--- config.mk ---
export PLATFORM = sky130hd
export DESIGN_NAME = uart_tx_frame_ctrl
export DESIGN_NICKNAME = d
export VERILOG_FILES = /design/src/rtl/uart_tx_frame_ctrl.sv
export SDC_FILE = /design/constraint.sdc
export NUM_CORES = 1
export LEC_CHECK = 0
export CORE_MARGIN = 8
export CORE_UTILIZATION = 46
export CTS_BUF_LIST = sky130_fd_sc_hd__clkbuf_4 sky130_fd_sc_hd__clkbuf_8 sky130_fd_sc_hd__clkbuf_16
export CTS_CLUSTER_DIAMETER = 80
export DETAILED_ROUTE_END_ITERATION = 10
export GPL_TIMING_DRIVEN = 0
export PLACE_DENSITY = 0.83
export SETUP_SLACK_MARGIN = 0.4
export SLEW_MARGIN = 20
export SYNTH_ARGS = -nofsm -noshare
export SYNTH_HDL_FRONTEND = slang
export SYNTH_SLANG_ARGS = --single-unit
--- constraint.sdc ---
create_clock -name i_sys_clk -period 1.5 [get_ports i_sys_clk]
set_clock_uncertainty 0.2 [all_clocks]
set_input_delay 0.3 -clock i_sys_clk [delete_from_list [all_inputs] [get_ports i_sys_clk]]
set_output_delay 0.3 -clock i_sys_clk [all_outputs]
set_load 0.01 [all_outputs]
--- src/rtl/uart_tx_frame_ctrl.sv ---
// UART TX frame sequencer: start, data LSB-first, opt parity, 1/2 stop.
// Ports: sys clk/rst_n, baud tick, valid/ready word in, parity gen io, txd.
module uart_tx_frame_ctrl #(
  parameter int data_length = 8,
  parameter int OVERSAMPLE  = 16
) (
  input  logic                   i_sys_clk,
  input  logic                   i_sys_rst_n,
  input  logic                   i_baud_tick,
  input  logic [data_length-1:0] i_data,
  input  logic                   i_valid,
  output logic                   o_ready,
  input  logic                   i_parity_en,
  input  logic                   i_parity_type,
  input  logic                   i_stop2,
  output logic [data_length-1:0] o_par_data,
  output logic                   o_par_type,
  input  logic                   i_parity,
  output logic                   o_txd,
  output logic                   o_busy,
  output logic                   o_done
);

  localparam int TW = $clog2(OVERSAMPLE);
  localparam int BW = $clog2(data_length);
  localparam logic [TW-1:0] TICK_LAST = TW'(OVERSAMPLE - 1);
  localparam logic [BW-1:0] BIT_LAST  = BW'(data_length - 1);

  typedef enum logic [2:0] {
    IDLE,
    START,
    DATA,
    PARITY,
    STOP
  } state_t;

  state_t state, state_nxt;

  logic [TW-1:0]          tick_cnt;
  logic [BW-1:0]          bit_cnt;
  logic [data_length-1:0] shreg;
  logic                   par_en_q;
  logic                   stop2_q;
  logic                   par_bit;
  logic                   done_nxt;
  logic                   accept;
  logic                   bit_end;
  logic                   data_last;

  assign o_ready   = (state == IDLE);
  assign o_busy    = (state != IDLE);
  assign accept    = i_valid & o_ready;
  assign bit_end   = i_baud_tick & (tick_cnt == TICK_LAST);
  assign data_last = (bit_cnt == BIT_LAST);

  always_comb begin
    state_nxt = state;
    done_nxt  = 1'b0;
    unique case (state)
      IDLE: begin
        if (i_valid) state_nxt = START;
      end
      START: begin
        if (bit_end) state_nxt = DATA;
      end
      DATA: begin
        if (bit_end && data_last)
          state_nxt = par_en_q ? PARITY : STOP;
      end
      PARITY: begin
        if (bit_end) state_nxt = STOP;
      end
      STOP: begin
        // second stop bit tracked through bit_cnt
        if (bit_end && (!stop2_q || bit_cnt[0])) begin
          state_nxt = IDLE;
          done_nxt  = 1'b1;
        end
      end
      default: state_nxt = IDLE;
    endcase
  end

  always_comb begin
    o_txd = 1'b1;
    unique case (state)
      START:   o_txd = 1'b0;
      DATA:    o_txd = shreg[0];
      PARITY:  o_txd = par_bit;
      default: o_txd = 1'b1;
    endcase
  end

  always_ff @(posedge i_sys_clk) begin
    if (!i_sys_rst_n) begin
      state      <= IDLE;
      o_done     <= 1'b0;
      tick_cnt   <= '0;
      bit_cnt    <= '0;
      shreg      <= '0;
      o_par_data <= '0;
      o_par_type <= 1'b0;
      par_en_q   <= 1'b0;
      stop2_q    <= 1'b0;
      par_bit    <= 1'b0;
    end else begin
      state  <= state_nxt;
      o_done <= done_nxt;
      if (accept) begin
        shreg      <= i_data;
        o_par_data <= i_data;
        o_par_type <= i_parity_type;
        par_en_q   <= i_parity_en;
        stop2_q    <= i_stop2;
        tick_cnt   <= '0;
        bit_cnt    <= '0;
      end else if (o_busy && i_baud_tick) begin
        tick_cnt <= bit_end ? '0 : tick_cnt + TW'(1);
        if (bit_end) begin
          if (state == DATA) begin
            shreg   <= {1'b0, shreg[data_length-1:1]};
            bit_cnt <= data_last ? '0 : bit_cnt + BW'(1);
            if (data_last && par_en_q) par_bit <= i_parity;
          end else if (state == STOP) begin
            bit_cnt <= bit_cnt + BW'(1);
          end
        end
      end
    end
  end

endmodule
**Word-level counts from Yosys, hierarchy flattened**

Cells that the tools add are included.

- Register bits: 31
- Input bits: 16
- Output and inout port bits: 13
- Word-level logic and storage cells: 62

- $add $sub $neg: 2
- Equal/unequal tests: 11
- Mux-type cells: 17
- Bitwise operators: 4
- Reductions and logical operators: 18

Operator list:

| operator | count |
|---|---|
| $mux 8 | 4 |
| $mux 3 | 9 |
| $pmux 3 s5 | 1 |
| $ne 2x2->1 const B | 5 |
| $reduce_and 5->1 | 2 |
| $reduce_bool 2->1 | 4 |
| $eq 3x2->1 const B | 2 |
| $eq 3x3->1 const B | 2 |
| $reduce_and 3->1 | 2 |
| $add 4x1->4 const B | 1 |
| $eq 4x4->1 const B | 1 |
| $logic_and 1x1->1 | 4 |
| $mux 4 | 1 |
| $add 3x1->3 const B | 1 |
| $eq 3x1->1 const B | 1 |
| $logic_not 3->1 | 1 |
| $pmux 1 s3 | 1 |
| $reduce_bool 3->1 | 1 |
| $and 1x1->1 | 2 |
| $not 1->1 | 2 |
| $reduce_and 2->1 | 1 |
| $reduce_or 2->1 | 1 |
| $logic_not 1->1 | 1 |
| $logic_or 1x1->1 | 1 |
| $mux 1 | 1 |

**Depth between registers and ports, before layout**

Gate-level depths: netlist of the first run.

- Word-level depth: 5
- Depth in mapped cells: 6

**Worst setup path before layout of the first run**

No wires, ideal clock.

- Path type: flip-flop to flip-flop
- Start: register tick_cnt[0]
- End: register par_bit
- Arrival: 1.259 ns
- Path slack: -0.093 ns
- Cell stages (with the launch flop): 6
- Path buffers: 0
- Cells stage by stage: dfxtp_1 -> ha_1 -> and4_4 -> nand2_2 -> o311ai_1 -> o41ai_2

- Longest elaborated chain between the ends: 3

Ends and longest elaborated chain:

| item | line | source |
|---|---|---|
| from (decl) | 39 | `logic [TW-1:0] tick_cnt;` |
| from (signal assigned) | 118 | `tick_cnt <= bit_end ? '0 : tick_cnt + TW'(1);` |
| $eq 4x4->1 | 53 | `assign bit_end = i_baud_tick & (tick_cnt == TICK_LAST);` |
| $and 1x1->1 | 53 |  |
| $reduce_and 5->1 (no line) | -- |  |
| to (signal assigned) | 123 | `if (data_last && par_en_q) par_bit <= i_parity;` |
| to (decl) | 44 | `logic par_bit;` |

No other way between the ends.
A chain may end at the register's enable or synchronous reset.

**Final worst setup path of the first run**

- Start: register state[2]
- End: output o_txd

- Longest elaborated chain between the ends: 2

Ends and longest elaborated chain:

| item | line | source |
|---|---|---|
| from (decl) | 37 | `state_t state, state_nxt;` |
| from (signal assigned) | 107 | `state <= state_nxt;` |
| $eq 3x2->1 / $eq 3x1->1 (equally long branches) | 86 | `unique case (state)` |
| $pmux 1 s3 * | 86 |  |
| to (decl) | 19 | `output logic o_txd,` |

Every way passes the cells marked *; elsewhere a longest branch is shown, timed or not.

==> run_summary.xml, run 1 <==
<?xml version="1.0" encoding="UTF-8"?>
<metrics>
  <group name="grt">
    <metric name="antenna_found_initial" unit="">0</metric>
    <metric name="grt.busiest_layer" unit="">met2</metric>
    <metric name="largest_net_degree_at_the_start_of_global_routing" unit="">11</metric>
    <metric name="globalRouteOverflowTotal" unit="">0</metric>
    <metric name="groute.layer.met1.usage" unit="%">18.0</metric>
    <metric name="gr-usage-all-layers" unit="%">18.0</metric>
    <metric name="globalRouteMet2Util" unit="%">30.6</metric>
    <metric name="grt_use_met3" unit="%">7.28</metric>
    <metric name="global_route_wire_length_before_repair" unit="um">7380</metric>
    <metric name="vias_in_the_first_global_route" unit="">1619</metric>
  </group>
  <group name="yosys">
    <metric name="post_synth_fa_ha_maj_area_fraction" unit="%">2.51</metric>
    <metric name="synth.mux.area_fraction" unit="%">5.36</metric>
    <metric name="synth_cell_type_count" unit="">43</metric>
    <metric name="mappedNetlistNets" unit="">183</metric>
    <metric name="yosys-top-cells-area" unit="">sky130_fd_sc_hd__dfxtp_1 (42%), sky130_fd_sc_hd__a21boi_1 (6.5%), sky130_fd_sc_hd__nand2_1 (6.3%)</metric>
    <metric name="synthCells" unit="">164</metric>
    <metric name="yosysWarnings" unit="">0</metric>
    <metric name="yosys_top_cell_by_area" unit="">sky130_fd_sc_hd__dfxtp_1</metric>
    <metric name="post_synth.cell_area_avg" unit="um^2">9.11</metric>
    <metric name="ys_seq_area_share" unit="%">41.5</metric>
    <metric name="postSynthRegisterBits" unit="">31</metric>
    <metric name="synth_top_area_share" unit="%">41.5</metric>
    <metric name="largest_family_of_logic_cells_by_synthesized_area" unit="">simple AND/OR/NAND/NOR gates</metric>
    <metric name="synthesized_area_fraction_occupied_by_xor_and_xnor_cells" unit="%">0.586</metric>
    <metric name="summed_instance_area_of_the_synthesized_netlist" unit="um^2">1490</metric>
    <metric name="synth_simple_gate_area_share" unit="%">22.6</metric>
    <metric name="synth-compound-area-share" unit="%">21.4</metric>
  </group>
  <group name="setup_path">
    <metric name="worst-path-max-fanout" unit="">10</metric>
    <metric name="worstReg2RegStart" unit="">state[0]$_SDFFE_PN0P_</metric>
    <metric name="worst-setup-path-type" unit="">reg2out</metric>
    <metric name="startpoint_type" unit="">register</metric>
    <metric name="cp_endpoint_kind" unit="">output pin</metric>
    <metric name="critical_path.reg2reg.endpoint" unit="">shreg[2]$_SDFFE_PN0P_</metric>
    <metric name="worst_r2r_path_depth" unit="">7</metric>
    <metric name="ff2ff_setup_slack" unit="ns">-0.22</metric>
    <metric name="critPathArrivalTime" unit="ns">1.36</metric>
    <metric name="required_time_worst_endpoint" unit="ns">1.00</metric>
  </group>
  <group name="route">
    <metric name="route.detailed.wl_per_inst" unit="um">18.2</metric>
    <metric name="detailedRoute.firstIterationViolations" unit="">135</metric>
    <metric name="ant_nets" unit="">0</metric>
    <metric name="drt-total-wl" unit="um">5010</metric>
    <metric name="avgViaCountPerCell" unit="">5.55</metric>
    <metric name="total_drc_errors_in_the_routed_layout" unit="">0</metric>
    <metric name="dr_total_vias" unit="">1526</metric>
    <metric name="firstDrtPassIters" unit="">4</metric>
  </group>
  <group name="final_layout">
    <metric name="proportion_of_layout_cells_with_a_drive_suffix_above_1" unit="%">53.7</metric>
    <metric name="finalInstanceArea" unit="um^2">2540</metric>
    <metric name="fin_nets" unit="">249</metric>
    <metric name="final_common_cell" unit="">sky130_fd_sc_hd__buf_6</metric>
    <metric name="syn2layout_area_growth" unit="%">69.8</metric>
    <metric name="num_antenna_cells" unit="">0</metric>
    <metric name="layout.cells.most_common_list" unit="">sky130_fd_sc_hd__buf_6 (27), sky130_fd_sc_hd__nand2_1 (17), sky130_fd_sc_hd__buf_4 (17)</metric>
  </group>
  <group name="timing">
    <metric name="maxSlewViolCount" unit="">0</metric>
    <metric name="grt_setup_unrepaired" unit="">true</metric>
    <metric name="setup-violations-final" unit="">32</metric>
    <metric name="fin_worst_hold_slack" unit="ns">0.196</metric>
    <metric name="finalCritPeriodShare" unit="%">124</metric>
    <metric name="setup_slack" unit="ns">-0.358</metric>
    <metric name="timing.final.hold_violations" unit="">0</metric>
    <metric name="maxClockFrequency" unit="GHz">0.538</metric>
    <metric name="timing.slew.headroom" unit="%">62.0</metric>
    <metric name="final_period_minus_worst_setup_slack" unit="ns">1.86</metric>
    <metric name="worstMarginPinSlew" unit="ns">0.571</metric>
  </group>
  <group name="cts">
    <metric name="cts.clk_slew.worst_paths" unit="ns">0.10</metric>
    <metric name="insertion_delay_to_the_later_sink_of_the_worst_skew_pair" unit="ns">0.35</metric>
    <metric name="ctsHoldBuffers" unit="">0</metric>
    <metric name="clock_sinks" unit="">31</metric>
    <metric name="htreeDepth" unit="">2</metric>
    <metric name="cts_made_buffers" unit="">5</metric>
    <metric name="max-clock-path-buffers" unit="">2</metric>
    <metric name="clock_tree.root_cell" unit="">sky130_fd_sc_hd__clkbuf_4</metric>
    <metric name="cts_tree" unit="">done</metric>
  </group>
  <group name="die">
    <metric name="die-height" unit="um">73.0</metric>
    <metric name="design.die.area" unit="um^2">5330</metric>
    <metric name="floorplan.rows" unit="">20</metric>
    <metric name="core" unit="um^2">3080</metric>
    <metric name="ios" unit="">29</metric>
    <metric name="initial_core_utilization" unit="%">48.5</metric>
    <metric name="chipWidth" unit="um">73.0</metric>
  </group>
  <group name="pwr">
    <metric name="power-per-cell-area" unit="nW/um^2">765</metric>
    <metric name="total_leakage_power" unit="uW">0.00107</metric>
    <metric name="max-vdd-ir-drop" unit="mV">0.659</metric>
  </group>
  <group name="worst_hold_path">
    <metric name="hold-path-endpoint" unit="">tick_cnt[2]$_SDFFE_PP0P_</metric>
    <metric name="hold_class" unit="">in2reg</metric>
    <metric name="min_delay_path_depth" unit="">3</metric>
    <metric name="min-delay-start" unit="">i_baud_tick</metric>
  </group>
  <group name="placement">
    <metric name="detailed_place_hpwl" unit="um">2620</metric>
    <metric name="placement.io_buffers" unit="">26</metric>
    <metric name="place.gp.congestion" unit="">0.783</metric>
    <metric name="dpl-instance-area" unit="um^2">1900</metric>
  </group>
  <group name="run_status">
    <metric name="violations_in_the_final_reports" unit="">negative setup slack</metric>
    <metric name="status" unit="">complete, but fails checks</metric>
  </group>
  <group name="flow_run">
    <metric name="number_of_violations_of_the_max_capacitance_limit" unit="">0</metric>
  </group>
</metrics>
## per-layer routing
layer	up-vias	wire, um
li1	726	-
met1	732	2030
met2	55	2540
met3	13	321
met4	0	129
met5	-	0
## flip-flops by register name, indices dropped and copies added (netlist names)
register and cells:
o_done 1, o_par_type 1, stop2_q 1, par_bit 1, tick_cnt 4, shreg 8
state 3, bit_cnt 3, o_par_data 8, par_en_q 1
## worst max-delay path, stage by stage, from the launching register on
cell,delay [ns]
sky130_fd_sc_hd__dfxtp_4,0.36
sky130_fd_sc_hd__buf_6,0.14
sky130_fd_sc_hd__a311o_1,0.35
sky130_fd_sc_hd__buf_2,0.15
## cell families after synthesis
| kind of cell | count (synthesis) |
|---|---|
| AO/OA/AOI/OAI | 47 |
| flip-flops | 31 |
| AND/OR/NAND/NOR | 59 |
| multiplexers | 8 |
| XOR/XNOR | 1 |
| buffers and inverters | 15 |
| adder cells (fa/ha/maj) | 3 |
## cell type report
class | count | area, um^2
timing repair buffer | 59 | 574
buffer | 11 | 110
sequential | 31 | 656
fill | 174 | 541
multi-input combinational | 118 | 1030
tap | 44 | 55.1
clock inverter | 2 | 35.0
inverter | 4 | 22.5
clock buffer | 6 | 51.3
## cells in the mapped netlist, drive strengths merged
| master | number |
|---|---|
| o41ai | 2 |
| nor4b | 1 |
| nand2 | 26 |
| o311ai | 1 |
| and3 | 1 |
| xnor2 | 1 |
| o32ai | 1 |
| and4 | 1 |
| a21boi | 13 |
| a311oi | 1 |
| nor2b | 5 |
| or4 | 1 |
| mux2i | 8 |
| nand2b | 1 |
| ha | 3 |
| a21oi | 11 |
| inv | 4 |
| nand4b | 1 |
| a221oi | 1 |
| a211oi | 1 |
| dfxtp | 31 |
| a311o | 1 |
| nor2 | 9 |
| clkbuf | 2 |
| buf | 9 |
| and4bb | 1 |
| nand4 | 2 |
| and2 | 1 |
| a31oi | 1 |
| a32oi | 2 |
| nand3b | 1 |
| o21ai | 12 |
| nor3 | 5 |
| nand3 | 3 |
## repair_timing
item / 4_1_cts / 5_1_grt
pin swaps: 28 / 28
setup endpoints to repair: 44 / 44
setup buffers: 26 / 4
gates cloned: 3 / 0
resized for setup: 114 / 36
## worst max path at each step
stage               cells past startpoint  slack, ns                startpoint                    endpoint
floorplan                               5       0.03  tick_cnt[1]$_SDFFE_PP0P_     bit_cnt[1]$_SDFFE_PP0P_
detailed placement                      5      -0.55                   i_valid       par_en_q$_SDFFE_PN0P_
finish                                  3      -0.36     state[2]$_SDFFE_PN0P_                       o_txd
CTS                                     3      -0.30     state[2]$_SDFFE_PN0P_                       o_txd
global route                            3      -0.37     state[2]$_SDFFE_PN0P_                       o_txd
global placement                        5      -0.53                   i_valid  o_par_data[0]$_SDFFE_PN0P_
## stage by stage
step / setup TNS (ns) / utilization [%] / setup slack, ns / power (uW) / instances
2_1_floorplan: 0 / - / 0.0285 / 1030 / 164
3_3_place_gp: -11.81 / 61.7 / -0.531 / 1130 / 234
3_5_place_dp: -11.89 / 61.7 / -0.553 / 1140 / 234
4_1_cts: -3.35 / 76.8 / -0.301 / 1880 / 271
5_1_grt: -6.70 / 82.4 / -0.366 / 2000 / 275
6_report: -4.93 / 82.4 / -0.358 / 1940 / 275
## report_power, final
part	internal (uW)	total [uW]	switching (uW)
clock	393	704	311
sequential	854	883	29.0
combinational	185	354	169
total	1430	1940	509
Power figures use the tool's default switching activity.
==> inputs of run 2 (changes only) <==
--- a/config.mk
+++ b/config.mk
@@ -5,13 +5,15 @@
 export SDC_FILE = /design/constraint.sdc
 export NUM_CORES = 1
 export LEC_CHECK = 0
+export CELL_PAD_IN_SITES_DETAIL_PLACEMENT = 0
+export CELL_PAD_IN_SITES_GLOBAL_PLACEMENT = 1
 export CORE_MARGIN = 8
-export CORE_UTILIZATION = 46
+export CORE_UTILIZATION = 34
 export CTS_BUF_LIST = sky130_fd_sc_hd__clkbuf_4 sky130_fd_sc_hd__clkbuf_8 sky130_fd_sc_hd__clkbuf_16
 export CTS_CLUSTER_DIAMETER = 80
 export DETAILED_ROUTE_END_ITERATION = 10
 export GPL_TIMING_DRIVEN = 0
-export PLACE_DENSITY = 0.83
+export PLACE_DENSITY = 0.82
 export SETUP_SLACK_MARGIN = 0.4
 export SLEW_MARGIN = 20
 export SYNTH_ARGS = -nofsm -noshare
==> run 2 against run 1 <==
Net effect:
- global-route usage down 5.6 points
- combinational power is 3% lower
- highest routed layer unchanged
- clock power is 7.2% higher
- flip-flop and latch count did not move
- core utilization down 23 points
- sequential share of layout area fell by 0.15 points
- cell area fell by 0.20%
- routed wire length decreased by 19%
- final cell count increased by 3.3%
- critical endpoint unchanged
- the run still ends with negative setup slack left
==> run_summary.xml, run 2 (synthesized netlist as in run 1, its figures left out) <==
<?xml version="1.0" encoding="UTF-8"?>
<metrics>
  <group name="route">
    <metric name="route.detailed.wl_per_inst" unit="um">14.2</metric>
    <metric name="met3WireLength" unit="um">211</metric>
    <metric name="met1_length" unit="um">1760</metric>
    <metric name="dr_total_vias" unit="">1413</metric>
    <metric name="drt-total-wl" unit="um">4040</metric>
    <metric name="total_drc_errors_in_the_routed_layout" unit="">0</metric>
    <metric name="highest_layer" unit="">met4</metric>
    <metric name="firstDrtPassIters" unit="">4</metric>
    <metric name="ant_nets" unit="">0</metric>
    <metric name="avgViaCountPerCell" unit="">4.98</metric>
    <metric name="detailroute.wirelength.met2" unit="um">1980</metric>
    <metric name="detailedRoute.firstIterationViolations" unit="">45</metric>
  </group>
  <group name="cts">
    <metric name="clock_tree.root_cell" unit="">sky130_fd_sc_hd__clkbuf_8</metric>
    <metric name="insertion_delay_to_the_later_sink_of_the_worst_skew_pair" unit="ns">0.29</metric>
    <metric name="clock_sinks" unit="">31</metric>
    <metric name="htreeDepth" unit="">2</metric>
    <metric name="cts_tree" unit="">done</metric>
    <metric name="max-clock-path-buffers" unit="">2</metric>
    <metric name="ctsHoldBuffers" unit="">0</metric>
    <metric name="cts.clk_slew.worst_paths" unit="ns">0.07</metric>
    <metric name="cts_made_buffers" unit="">5</metric>
  </group>
  <group name="final_layout">
    <metric name="finalInstanceArea" unit="um^2">2530</metric>
    <metric name="proportion_of_layout_cells_with_a_drive_suffix_above_1" unit="%">52.2</metric>
    <metric name="syn2layout_area_growth" unit="%">69.5</metric>
    <metric name="layout.area.seq" unit="um^2">651</metric>
    <metric name="layout.cells.most_common_list" unit="">sky130_fd_sc_hd__buf_6 (30), sky130_fd_sc_hd__nand2_1 (18), sky130_fd_sc_hd__buf_4 (16)</metric>
    <metric name="filler_cell_count" unit="">377</metric>
    <metric name="multi_input_comb_area" unit="um^2">993</metric>
    <metric name="layout_top_registers" unit="">o_par_data: 8 flops, shreg: 8 flops, tick_cnt: 4 flops</metric>
    <metric name="num_antenna_cells" unit="">0</metric>
    <metric name="fin_nets" unit="">250</metric>
    <metric name="final_common_cell" unit="">sky130_fd_sc_hd__buf_6</metric>
  </group>
  <group name="timing">
    <metric name="grt_setup_unrepaired" unit="">true</metric>
    <metric name="finalCritPeriodShare" unit="%">118</metric>
    <metric name="setup_slack" unit="ns">-0.277</metric>
    <metric name="totalNegativeSetupSlack" unit="ns">-3.71</metric>
    <metric name="fin_worst_hold_slack" unit="ns">0.200</metric>
    <metric name="final_period_minus_worst_setup_slack" unit="ns">1.78</metric>
    <metric name="maxClockFrequency" unit="GHz">0.563</metric>
    <metric name="timing.final.hold_violations" unit="">0</metric>
    <metric name="worstMarginPinSlew" unit="ns">0.582</metric>
    <metric name="timing.slew.headroom" unit="%">61.2</metric>
    <metric name="maxSlewViolCount" unit="">0</metric>
    <metric name="setup-violations-final" unit="">28</metric>
  </group>
  <group name="setup_path">
    <metric name="worst_setup_path_startpoint" unit="">state[1]$_SDFFE_PN0P_</metric>
    <metric name="path_depth" unit="">4</metric>
    <metric name="critPathArrivalTime" unit="ns">1.28</metric>
    <metric name="crit_chain" unit="">buf_8 -&gt; a21oi_1 -&gt; a311o_1 -&gt; buf_2</metric>
    <metric name="critical_path.reg2reg.endpoint" unit="">tick_cnt[0]$_SDFFE_PP0P_</metric>
    <metric name="cp_slowest_cell" unit="">sky130_fd_sc_hd__dfxtp_4</metric>
    <metric name="required_time_worst_endpoint" unit="ns">1.00</metric>
    <metric name="worstReg2RegStart" unit="">state[2]$_SDFFE_PN0P_</metric>
    <metric name="cp_endpoint_kind" unit="">output pin</metric>
    <metric name="timing.critical_path.max_delay_family" unit="">flip-flops</metric>
    <metric name="max_stage_delay" unit="ns">0.38</metric>
    <metric name="worst-path-max-fanout" unit="">4</metric>
    <metric name="crit_path_buffers_inverters" unit="">2</metric>
    <metric name="endpoint" unit="">o_txd</metric>
    <metric name="worst_r2r_path_depth" unit="">10</metric>
    <metric name="startpoint_type" unit="">register</metric>
    <metric name="worst-setup-path-type" unit="">reg2out</metric>
    <metric name="ff2ff_setup_slack" unit="ns">-0.26</metric>
  </group>
  <group name="run_status">
    <metric name="status" unit="">complete, but fails checks</metric>
    <metric name="violations_in_the_final_reports" unit="">negative setup slack</metric>
  </group>
  <group name="die">
    <metric name="design.die.area" unit="um^2">6770</metric>
    <metric name="initial_core_utilization" unit="%">34.8</metric>
    <metric name="floorplan.rows" unit="">24</metric>
    <metric name="chipWidth" unit="um">82.3</metric>
    <metric name="core" unit="um^2">4290</metric>
    <metric name="die-height" unit="um">82.3</metric>
    <metric name="ios" unit="">29</metric>
  </group>
  <group name="pwr">
    <metric name="cellInternalPower" unit="uW">1480</metric>
    <metric name="p_clk_share" unit="%">38.1</metric>
    <metric name="combPwrFrac" unit="%">17.3</metric>
    <metric name="total_leakage_power" unit="uW">0.00106</metric>
    <metric name="power.share.sequential" unit="%">44.6</metric>
    <metric name="power.switching" unit="uW">496</metric>
    <metric name="max-vdd-ir-drop" unit="mV">0.493</metric>
    <metric name="power-per-cell-area" unit="nW/um^2">782</metric>
    <metric name="finalPower" unit="uW">1980</metric>
    <metric name="p_sw_share" unit="%">25.1</metric>
  </group>
  <group name="placement">
    <metric name="placement.io_buffers" unit="">26</metric>
    <metric name="place.gp.congestion" unit="">0.728</metric>
    <metric name="dpl-instance-area" unit="um^2">1910</metric>
    <metric name="detailed_place_hpwl" unit="um">2500</metric>
  </group>
  <group name="grt">
    <metric name="globalRouteOverflowTotal" unit="">0</metric>
    <metric name="vias_in_the_first_global_route" unit="">1404</metric>
    <metric name="global_route_wire_length_before_repair" unit="um">6420</metric>
    <metric name="largest_net_degree_at_the_start_of_global_routing" unit="">11</metric>
    <metric name="gr-usage-all-layers" unit="%">12.4</metric>
    <metric name="antenna_found_initial" unit="">0</metric>
  </group>
  <group name="flow_run">
    <metric name="number_of_violations_of_the_max_capacitance_limit" unit="">0</metric>
  </group>
  <group name="worst_hold_path">
    <metric name="hold_class" unit="">in2reg</metric>
  </group>
</metrics>
[run 2: per-stage QoR]
| step | std cells | setup WS (ns) | util (%) |
|---|---|---|---|
| after global routing | 284 | -0.370 | 59.0 |
| final | 284 | -0.277 | 59.0 |
| after detailed placement | 242 | -0.519 | 44.4 |
| after CTS | 277 | -0.262 | 54.0 |
| after global placement | 242 | -0.519 | 44.4 |
| after floorplan | 164 | 0.0285 | - |
[run 2: tightest hold or removal path: stages]
cell	delay [ns]
sky130_fd_sc_hd__buf_2	0.16
sky130_fd_sc_hd__nand4b_1	0.12
sky130_fd_sc_hd__a21boi_1	0.06
[run 2: per-layer routing]
layer / vias to the layer above / GRT usage, %
met5: - / 0
li1: 717 / -
met1: 662 / 14.2
met2: 25 / 20.5
met3: 9 / 3.79
met4: 0 / 5.79
[run 2: power groups by stage]
stage | combinational [uW] | clock, uW | sequential, uW
finish | 342 | 755 | 884
global route | 371 | 817 | 887
CTS | 311 | 781 | 882
detailed placement | 239 | 0 | 904
global placement | 238 | 0 | 902
floorplan | 127 | 0 | 906
[run 2: repair_timing]
| item | 4_1_cts | 5_1_grt |
|---|---|---|
| gates cloned | 4 | 0 |
| endpoints found under the setup margin | 44 | 44 |
| buffers inserted | 23 | 7 |
| endpoints found under the hold margin | 0 | 0 |
| gates resized for setup | 104 | 39 |
| pin swaps | 17 | 22 |
[run 2: worst min-delay path by stage]
stage                                     startpoint                         end  slack (ns)  depth (start not counted)
after floorplan                              i_stop2        stop2_q$_SDFFE_PN0P_        0.23                          2
after global placement    o_par_data[2]$_SDFFE_PN0P_  o_par_data[2]$_SDFFE_PN0P_        0.24                          2
after detailed placement  o_par_data[2]$_SDFFE_PN0P_  o_par_data[2]$_SDFFE_PN0P_        0.25                          2
after CTS                                i_baud_tick    tick_cnt[2]$_SDFFE_PP0P_        0.17                          3
after global routing                     i_baud_tick    tick_cnt[2]$_SDFFE_PP0P_        0.20                          3
final                                    i_baud_tick    tick_cnt[2]$_SDFFE_PP0P_        0.20                          3
[run 2: area by class of cell]
type,instances,share of cell area (%)
Clock buffer,8,4.10
Inverter,4,0.692
Buffer,11,4.05
Multi-Input combinational cell,118,39.2
Timing Repair Buffer,60,23.7
Sequential cell,31,25.7
Tap cell,52,2.57
